`src/rtl/deconcat_norm.sv`:
```
// Splits the {sign, exponent, mantissa} adder word into single-precision fields, normalising one shift per clock.
// Optional round-to-nearest-even stage enabled by defining ROUND_NEAREST_EN.
module deconcat_norm #(
    parameter int EXP_W  = 8,
    parameter int MANT_W = 48,
    parameter int FRAC_W = 23
) (
    input  logic                    clk,
    input  logic                    rst,
    input  logic                    in_valid,
    output logic                    in_ready,
    input  logic [EXP_W+MANT_W:0]   mantise_conc,
    output logic                    out_valid,
    input  logic                    out_ready,
    output logic                    sign_o,
    output logic [EXP_W-1:0]        exp_o,
    output logic [FRAC_W-1:0]       frac_o,
    output logic                    busy
);

    localparam logic [EXP_W:0] EXP_MAX = {1'b0, {EXP_W{1'b1}}};
    localparam logic [EXP_W:0] EXP_ONE = {{EXP_W{1'b0}}, 1'b1};
    localparam int OVF_BIT = MANT_W - 1;
    localparam int HID_BIT = MANT_W - 2;
    localparam int FTOP    = MANT_W - 3;

    typedef enum logic [1:0] {IDLE = 2'd0, NORM = 2'd1, ROUND = 2'd2, DONE = 2'd3} state_t;

`ifdef ROUND_NEAREST_EN
    localparam state_t GO_ST = ROUND;
    localparam int GBIT = FTOP - FRAC_W;
`else
    localparam state_t GO_ST = DONE;
`endif

    state_t              state_r, state_s;
    logic                sign_r, sign_s;
    logic [EXP_W:0]      exp_r, exp_s, exp_inc_s;
    logic [MANT_W-1:0]   mant_r, mant_s;
    logic                stay_s;
    logic                load_out_s;
    logic [EXP_W-1:0]    res_exp_s;
    logic [FRAC_W-1:0]   res_frac_s;

    // State register
    always_ff @(posedge clk or posedge rst) begin
        if (rst) begin
            state_r <= IDLE;
        end else begin
            state_r <= state_s;
        end
    end

    // Next-state selection
    always_comb begin
        state_s = state_r;
        case (state_r)
            IDLE:    if (in_valid && in_ready) state_s = NORM;  else state_s = IDLE;
            NORM:    if (stay_s)               state_s = NORM;  else state_s = GO_ST;
            ROUND:   state_s = DONE;
            DONE:    if (out_valid && out_ready) state_s = IDLE; else state_s = DONE;
            default: state_s = IDLE;
        endcase
    end

    // Datapath next values: capture in IDLE, one normalisation rule per clock in NORM
    always_comb begin
        sign_s    = sign_r;
        exp_s     = exp_r;
        mant_s    = mant_r;
        stay_s    = 1'b0;
        exp_inc_s = exp_r + EXP_ONE;
        case (state_r)
            IDLE: begin
                if (in_valid && in_ready) begin
                    sign_s = mantise_conc[EXP_W+MANT_W];
                    exp_s  = {1'b0, mantise_conc[EXP_W+MANT_W-1 -: EXP_W]};
                    mant_s = mantise_conc[MANT_W-1:0];
                end else begin
                    sign_s = sign_r;
                end
            end
            NORM: begin
                if (exp_r == EXP_MAX) begin
                    stay_s = 1'b0;
                end else if (mant_r == {MANT_W{1'b0}}) begin
                    exp_s = {(EXP_W+1){1'b0}};
                end else if (mant_r[OVF_BIT]) begin
                    // Re-evaluated next clock, which always moves on since bit OVF_BIT is now clear
                    exp_s  = exp_inc_s;
                    stay_s = 1'b1;
                    if (exp_inc_s == EXP_MAX) mant_s = {MANT_W{1'b0}};
                    else                      mant_s = mant_r >> 1;
                end else if (!mant_r[HID_BIT] && (exp_r != {(EXP_W+1){1'b0}})) begin
                    mant_s = mant_r << 1;
                    exp_s  = exp_r - EXP_ONE;
                    stay_s = 1'b1;
                end else begin
                    stay_s = 1'b0;
                end
            end
            default: stay_s = 1'b0;
        endcase
    end

    // Result fields written to the output registers on entry to DONE
    always_comb begin
        res_exp_s  = exp_s[EXP_W-1:0];
        res_frac_s = mant_s[FTOP -: FRAC_W];
        load_out_s = (state_s == DONE) && (state_r != DONE);
`ifdef ROUND_NEAREST_EN
        if ((state_r == ROUND) && (exp_s != EXP_MAX) && mant_s[GBIT]
            && ((|mant_s[GBIT-1:0]) || mant_s[GBIT+1])) begin
            if (&mant_s[FTOP -: FRAC_W]) begin
                res_frac_s = {FRAC_W{1'b0}};
                res_exp_s  = exp_s[EXP_W-1:0] + {{(EXP_W-1){1'b0}}, 1'b1};
            end else begin
                res_frac_s = mant_s[FTOP -: FRAC_W] + {{(FRAC_W-1){1'b0}}, 1'b1};
            end
        end else begin
            res_frac_s = mant_s[FTOP -: FRAC_W];
        end
`endif
    end

    // Working registers
    always_ff @(posedge clk or posedge rst) begin
        if (rst) begin
            sign_r <= 1'b0;
            exp_r  <= {(EXP_W+1){1'b0}};
            mant_r <= {MANT_W{1'b0}};
        end else begin
            sign_r <= sign_s;
            exp_r  <= exp_s;
            mant_r <= mant_s;
        end
    end

    // Registered handshake and result outputs; results hold until the next load
    always_ff @(posedge clk or posedge rst) begin
        if (rst) begin
            in_ready  <= 1'b1;
            out_valid <= 1'b0;
            busy      <= 1'b0;
            sign_o    <= 1'b0;
            exp_o     <= {EXP_W{1'b0}};
            frac_o    <= {FRAC_W{1'b0}};
        end else begin
            in_ready  <= (state_s == IDLE);
            out_valid <= (state_s == DONE);
            busy      <= (state_s != IDLE);
            if (load_out_s) begin
                sign_o <= sign_s;
                exp_o  <= res_exp_s;
                frac_o <= res_frac_s;
            end else begin
                sign_o <= sign_o;
            end
        end
    end

endmodule

```
`config.mk`:
```
export PLATFORM = sky130hd
export DESIGN_NAME = deconcat_norm
export DESIGN_NICKNAME = d
export VERILOG_FILES = /design/src/rtl/deconcat_norm.sv
export SDC_FILE = /design/constraint.sdc
export NUM_CORES = 1
export LEC_CHECK = 0
export CAP_MARGIN = 20
export CORE_MARGIN = 5
export CORE_UTILIZATION = 54
export DETAILED_ROUTE_END_ITERATION = 10
export PLACE_DENSITY_LB_ADDON = 0.2
export SLEW_MARGIN = 10
export SYNTH_ARGS = -nofsm -noshare
export SYNTH_HDL_FRONTEND = slang
export SYNTH_SLANG_ARGS = --single-unit
```
`constraint.sdc`:
```
create_clock -name clk -period 4.2 [get_ports clk]
set_clock_uncertainty 0.2 [all_clocks]
set_input_delay 0.63 -clock clk [delete_from_list [all_inputs] [get_ports clk]]
set_output_delay 0.63 -clock clk [all_outputs]
set_load 0.02 [all_outputs]
```
# Word-level counts from Yosys, hierarchy flattened
# Index checks and enable logic that the tools add are counted.
[totals]
ff_bits = 95
in_bits = 61
output_inout_bits = 35
word_cells = 65
[classes]
addsub = 2
eq_ne = 12
n_mux = 24
reduce_logical = 14
[ops]
columns = ["op", "count"]
rows = [
  ["$mux W48", 5],
  ["$pmux W48 S2", 1],
  ["$logic_not A48 Y1", 1],
  ["$mux W47", 1],
  ["$mux W9", 5],
  ["$eq A9 B8 Y1 const B", 2],
  ["$pmux W9 S2", 1],
  ["$add A9 B1 Y9 const B", 1],
  ["$reduce_bool A9 Y1", 1],
  ["$sub A9 B1 Y9 const B", 1],
  ["$mux W1", 8],
  ["$ne A2 B2 Y1 const B", 4],
  ["$pmux W2 S4", 1],
  ["$reduce_and A4 Y1", 2],
  ["$eq A2 B2 Y1 const B", 3],
  ["$reduce_and A5 Y1", 1],
  ["$logic_and A1 B1 Y1", 4],
  ["$logic_not A2 Y1", 2],
  ["$mux W2", 2],
  ["$ne A4 B4 Y1 const B", 1],
  ["$reduce_bool A2 Y1", 2],
  ["$ne A3 B3 Y1 const B", 1],
  ["$eq A2 B1 Y1 const B", 1],
  ["$logic_not A1 Y1", 1],
]

# Longest topological paths before layout
# Gate-level depths: netlist (run 1).
[depth]
word_depth = 11
depth_mapped = 13

# Worst setup path before layout (run 1)
# OpenSTA, ideal clock, no wires.
[synth_timing]
path_kind = "reg2reg"
startpoint = "reg exp_r[1]"
endpoint = "reg mant_r[10]"
arrival_ps = 2363
required_time_ps = 3874
slack_ps = 1511
stages_incl_launch_ff = 13
period_less_slack_ps = 2689
path_cell_list = "dfrtp_1 ha_1 clkbuf_2 nand3_1 nor3_1 ha_1 nand4_1 nor3_1 a21boi_1 and2_1 buf_2 buf_6 a221o_1"
[synth_between]
elab_chain_len = 7
[synth_rtl]
columns = ["item", "line_no", "text"]
rows = [
  ["from (decl)", "38", "logic [EXP_W:0] exp_r, exp_s, exp_inc_s;"],
  ["from (signal assigned)", "130", "exp_r <= {(EXP_W+1){1'b0}};"],
  ["from (signal assigned)", "134", "exp_r <= exp_s;"],
  ["$add A9 B1 Y9", "72", "exp_inc_s = exp_r + EXP_ONE;"],
  ["$eq A9 B8 Y1", "92", "if (exp_inc_s == EXP_MAX) mant_s = {MANT_W{1'b0}};"],
  ["$mux W47", "92", ""],
  ["$mux W48", "88", "end else if (mant_r[OVF_BIT]) begin"],
  ["$mux W48", "86", "end else if (mant_r == {MANT_W{1'b0}}) begin"],
  ["$mux W48", "84", "if (exp_r == EXP_MAX) begin"],
  ["$pmux W48 S2", "73", "case (state_r)"],
  ["to (signal assigned)", "131", "mant_r <= {MANT_W{1'b0}};"],
  ["to (signal assigned)", "135", "mant_r <= mant_s;"],
  ["to (decl)", "39", "logic [MANT_W-1:0] mant_r, mant_s;"],
]
# Parallel ways exist; a longest one is shown, timed or not. The select of a mux whose other input is x is not followed.
# A chain may end at the register's enable or synchronous reset.

# Final worst setup path (run 1)
[layout_timing]
startpoint = "reg exp_r[0]"
endpoint = "reg exp_o[5]"
[layout_between]
elab_chain_len = 11
[layout_rtl]
columns = ["item", "line_no", "text"]
rows = [
  ["$reduce_bool A9 Y1", "94", "end else if (!mant_r[HID_BIT] && (exp_r != {(EXP_W+1){1'b0}})) begin"],
  ["$logic_and A1 B1 Y1", "94", ""],
  ["$mux W1", "94", ""],
  ["$mux W1", "88", ""],
  ["$mux W1", "86", ""],
  ["$mux W1", "84", ""],
  ["$mux W1", "73", ""],
  ["$mux W2", "59", "NORM: if (stay_s) state_s = NORM; else state_s = GO_ST;"],
  ["$pmux W2 S4", "57", "case (state_r)"],
  ["$eq A2 B2 Y1", "110", "load_out_s = (state_s == DONE) && (state_r != DONE);"],
  ["$logic_and A1 B1 Y1", "110", ""],
  ["to (signal assigned)", "146", "exp_o <= {EXP_W{1'b0}};"],
  ["to (signal assigned)", "154", "exp_o <= res_exp_s;"],
  ["to (decl)", "16", "output logic [EXP_W-1:0] exp_o,"],
]
# Parallel ways exist; a longest one is shown, timed or not. The select of a mux whose other input is x is not followed.

==> results of run 1 <==
cell families after synthesis:
group	synth area share, %
and+or+nand+nor	21.8
AOI/OAI and AO/OA	26.3
muxes	1.42
xor gates and xnor gates	0.947
buffers and inverters	5.77
DFF	42.9
adders and majority gates	0.902
area by class of cell:
cell class | count | area [µm²] | share of cell area (%)
clock buffers | 12 | 145 | 2.17
clock inverters | 4 | 30.0 | 0.449
inverters | 8 | 31.3 | 0.468
multi-input cells | 441 | 2870 | 43.0
flip-flops and latches | 95 | 2380 | 35.6
well taps | 136 | 170 | 2.55
repair buffers | 108 | 1060 | 15.8
power by group through the flow:
stage          clock, µW  combinational [µW]  sequential, µW
3_3_place_gp           0                3010            1880
5_1_grt              616                3390            1950
3_5_place_dp           0                3070            1890
2_1_floorplan          0                2250            1860
4_1_cts              580                3100            1870
6_report             566                3080            1890
per-layer routing:
metal / track usage, % / wire [µm] / vias to the layer above
li1: - / - / 2336
met1: 32.0 / 6430 / 2444
met2: 39.1 / 7250 / 160
met3: 4.57 / 921 / 16
met4: 7.14 / 196 / 0
met5: 0 / 0 / -
state kept, by name, summed over array words and instances, names as in the netlist:
name	count
busy	1
exp_o	8
exp_r	9
frac_o	23
in_ready	1
mant_r	48
out_valid	1
sign_o	1
sign_r	1
state_r	2
cells in the final DEF (no fill, tap or decap), types with 3 or more instances in the layout:
cell / count
nor3_1: 20
ha_1: 4
buf_4: 12
o32ai_1: 8
o31a_1: 23
a21oi_1: 14
xnor2_1: 6
clkdlybuf4s50_1: 95
clkbuf_8: 10
a31oi_1: 4
nand2_1: 48
o311ai_0: 3
nor2_1: 84
a22oi_1: 30
a221o_1: 16
nor3b_1: 3
or2_2: 24
inv_1: 7
o21ai_0: 10
dfrtp_1: 94
nor4_1: 12
nand4_1: 7
mux2_2: 7
nand2b_1: 23
nand3_1: 4
nor2b_1: 4
a22o_1: 25
a2bb2oi_1: 22
final timing paths:
check,end,slack [ns],cells past startpoint,start
worst min-delay path,exp_o[7],0.30,2,exp_o[7]
max in group asynchronous,in_ready,2.44,3,rst
worst max-delay path,exp_o[5],0.89,8,exp_r[0]
worst min register to register,exp_o[7],0.30,2,exp_o[7]
worst max register to register,exp_o[5],0.89,8,exp_r[0]
min in group asynchronous,frac_o[5],0.51,2,rst
critical path, delay by kind of cell (launching register included):
kind	cells	cell delay, ns
AOI/OAI and AO/OA	3	1.21
adders and majority gates	1	0.24
buffers and inverters	2	0.44
DFF	1	0.53
muxes	1	0.35
and+or+nand+nor	1	0.21
metrics by stage:
stage | utilization (%) | cell area [µm²]
global route | 65.6 | 6680
global placement | 63.7 | 6490
CTS | 65.5 | 6670
finish | 65.6 | 6680
detailed placement | 63.7 | 6490
floorplan | - | 5550
==> reports/qor.txt, run 1 <==
outcome: finished clean
die span in x: 111 µm
Clock Latency Late Sink: 0.37 ns
final antenna-violating net count: 0
Pleak: 0.00276 µW
Reg clk slew, reported paths: 0.09 ns
Tot GR Track Use: 23.7%
total gr overflow: 0
final worst slack: 0.888 ns
Psw: 2420 µW
Crit. End Element: flop
maximum vdd ir drop: 0.557 mV
Worst Tran Pin Value: 1.08 ns
H-tree depth: 3
Final Non-Filler Cells: 804
Slew Viols, Final: 0
syn_nets: 661
Area Growth Syn to Fin: 20.4%
Fin. Hold Viols: 0
clk buf depth: 2
hold_buf cts: 0
Fmax: 0.302 GHz
clk sinks: 95
asr flop ratio synth: 100%
WL final: 14800 µm
post-CTS resize count: 0
cell total after placement: 787
unique cell type count in the Yosys netlist: 62
1st-iter DRT viols: 295
setup violators final: 0
worst slack at placement: 0.930 ns
ys flop type: dfrtp_1
DP HPWL: 10000 µm
Cells after Synth: 596
I/O Buffers: 95
most frequent cell after synthesis: dfrtp_1
Root Buffer: clkbuf_8
nets@finish: 728
Inserted Diodes: 0
Arr. time, crit path: 3.36 ns
Final GP Congestion: 0.839
post-synth top area cell: dfrtp_1
PD cells: 829 nW/µm²
post-synthesis register bit count: 95
share of post-route cells with drive strength above 1: 11.1%
unrepaired setup endpoints after global routing: false
critical-path cell list: inv_1 -> ha_1 -> nor3b_2 -> a31oi_4 -> a31oi_1 -> a21oi_4 -> buf_4 -> mux2_2
vias in the first global route: 4889
final worst path period need: 3.31 ns
Chip Height: 111 µm
Top Ports: 96
Vias/cell: 6.16
Post-CTS Setup Bufs: 0
FP Rows: 37
sequential area share after synthesis: 42.9%
Slew HR: 27.9%
Synth area leaders: dfrtp_1, nor2_1, a22oi_1
type of origin of the critical path: flop
Routed WL per cell: 18.4 µm
Core Region: 10200 µm²
synthesized area: 5550 µm²
Starting Density: 54.5%
Logic pwr share: 55.7%
most frequent cells after synthesis: dfrtp_1, nor2_1, nand2_1, a22oi_1, a22o_1
CTS tree: yes
Min-Delay Path Class: reg -> reg
Post-synth EDFFs: 0
initial antenna violation count: 0
clock group share of total power: 10.2%
crit-path max FO: 28
Post-route DRC: 0
crit-path max cell delay: 0.63 ns
maxcap violations: 0
sw frac: 43.7%
via count: 4956
crit path max-delay cell type: a21oi_4
Num CTS Buffers: 9
setup TNS: 0 ns
largest net degree at the start of global routing: 49
Flop pwr share: 34.1%
Fill cells: 851
Crit Path Class: reg -> reg
Die ar.: 12400 µm²
Synth warnings: 0
Mean Syn Cell Area: 9.31 µm²
Hold Slack: 0.300 ns
first-pass GRT wire length: 24500 µm
Tot Pwr: 5540 µW
Power Internal: 3110 µW
Pre-antenna DRT Iters: 5
Yosys top cell area share: 42.4%
crit share post-route: 78.9%
Crit path required time: 4.25 ns
Note: power is estimated with default switching activity, not from simulation.
==> run 2: changes to the inputs <==
CORE_UTILIZATION = 48   (was 54)
clock period = 2.9 ns   (was 4.2 ns; I/O delays follow)
==> reports/qor.txt, run 2 (synthesis results as in run 1) <==
outcome: finished clean
Fin. Hold Viols: 0
Final GP Congestion: 0.947
via count: 5017
die span in x: 118 µm
Worst Path Buf+Inv: 1
max reg flops: 48
vias in the first global route: 5119
Area Growth Syn to Fin: 25.2%
Crit path required time: 2.93 ns
total gr overflow: 0
largest registers: mant_r x48, frac_o x23, exp_r x9
clk buf depth: 2
PD cells: 1240 nW/µm²
clk sinks: 95
Fmax: 0.363 GHz
Inserted Diodes: 0
critical-path cell list: inv_1 -> ha_1 -> nor3b_2 -> a31oi_4 -> nor2_4 -> a211o_4 -> a22oi_1 -> or2_2
unrepaired setup endpoints after global routing: false
final antenna-violating net count: 0
Min-Delay Path Class: reg -> reg
Clock Latency Late Sink: 0.36 ns
Worst Tran Pin Value: 0.675 ns
Tot Pwr: 8620 µW
most frequent cells in the layout: clkdlybuf4s50_1, dfrtp_1, nor2_1, nand2_1, a22oi_1
Root Buffer: clkbuf_16
Chip Height: 118 µm
Die ar.: 13800 µm²
Final Non-Filler Cells: 824
post-layout util: 61.1%
DP HPWL: 10100 µm
final worst path period need: 2.76 ns
Pre-antenna DRT Iters: 5
WL final: 15400 µm
setup TNS: 0 ns
Reg clk slew, reported paths: 0.06 ns
Post-route DRC: 0
Routed WL per cell: 18.7 µm
cell total after placement: 804
share of post-route cells with drive strength above 1: 13.1%
commonest non-fill, non-tap cell in the layout: clkdlybuf4s50_1
Slew Viols, Final: 0
CTS tree: yes
Num CTS Buffers: 9
Largest delay share family, worst path: simple AND/OR/NAND/NOR gates
crit share post-route: 95.1%
maximum vdd ir drop: 0.724 mV
Top Ports: 96
first-pass GRT wire length: 25600 µm
Arr. time, crit path: 2.79 ns
Slew HR: 54.9%
Core Region: 11400 µm²
1st-iter DRT viols: 371
initial antenna violation count: 0
maxcap violations: 0
crit path max-delay cell type: nor3b_2
Crit Path Class: reg -> reg
H-tree depth: 3
reg2reg setup slack: 0.14 ns
crit-path max cell delay: 0.43 ns
nets@finish: 741
Crit. End Element: flop
hold_buf cts: 0
setup violators final: 0
Vias/cell: 6.09
FP Rows: 39
Starting Density: 48.8%
Hold Slack: 0.277 ns
largest net degree at the start of global routing: 96
Pleak: 0.00287 µW
type of origin of the critical path: flop
I/O Buffers: 95
Tot GR Track Use: 22.0%
crit-path max FO: 22
Reg with most FFs: mant_r
run 2: cell count changes in the layout (fill, tap and decap cells not counted), moves of 2 or more:
| cell | previous run | this run |
|---|---|---|
| buf_12 | 0 | 4 |
| clkbuf_16 | 0 | 9 |
| clkbuf_8 | 10 | 0 |
| buf_4 | 12 | 20 |
| buf_6 | 0 | 2 |
run 2: final timing paths:
kind	end	startpoint	cells after the start
setup / recovery	mant_r[29]	exp_r[0]	8
max in group asynchronous	mant_r[21]	rst	3
min in group asynchronous	frac_o[4]	rst	3
hold reg to reg	sign_r	sign_r	2
setup reg to reg	mant_r[29]	exp_r[0]	8
hold / removal	sign_r	sign_r	2
run 2: worst min-delay path, delay by kind of cell (launching register included):
kind / cells / cell delay [ns]
DFF: 1 / 0.32
and+or+nand+nor: 2 / 0.11
run 2: report_power, final:
part           internal [µW]  switching, µW
logic                   2390           2490
clock network            582            530
registers               1990            637
total                   4960           3660
run 2: area by class of cell:
class	instances	area [µm²]
fill	1003	4420
multi-input combinational	441	2890
sequential	95	2380
timing repair buffer	121	1200
clock buffer	11	233
tap	143	179
clock inverter	5	35.0
inverter	8	33.8
run 2: what timing repair did:
item / 4_1_cts / 5_1_grt
resized for setup: 0 / 4
buffers inserted: 0 / 4
setup endpoints to repair: 0 / 63
run 2: routing by layer:
layer / part of all wire [%] / routed length, µm / up-vias / global-route usage (%)
met5: 0 / 0 / - / 0
met4: 0.98 / 150 / 0 / 5.52
met3: 5.2 / 803 / 17 / 5.38
met2: 50 / 7670 / 156 / 36.6
met1: 44 / 6760 / 2486 / 28.9
li1: - / - / 2358 / -
run 2: through the flow:
stage / area [µm²] / worst slack (ns)
2_1_floorplan: 5550 / 0.211
3_3_place_gp: 6620 / 0.0687
3_5_place_dp: 6630 / 0.0250
4_1_cts: 6900 / 0.000823
5_1_grt: 6950 / 0.0117
6_report: 6950 / 0.142
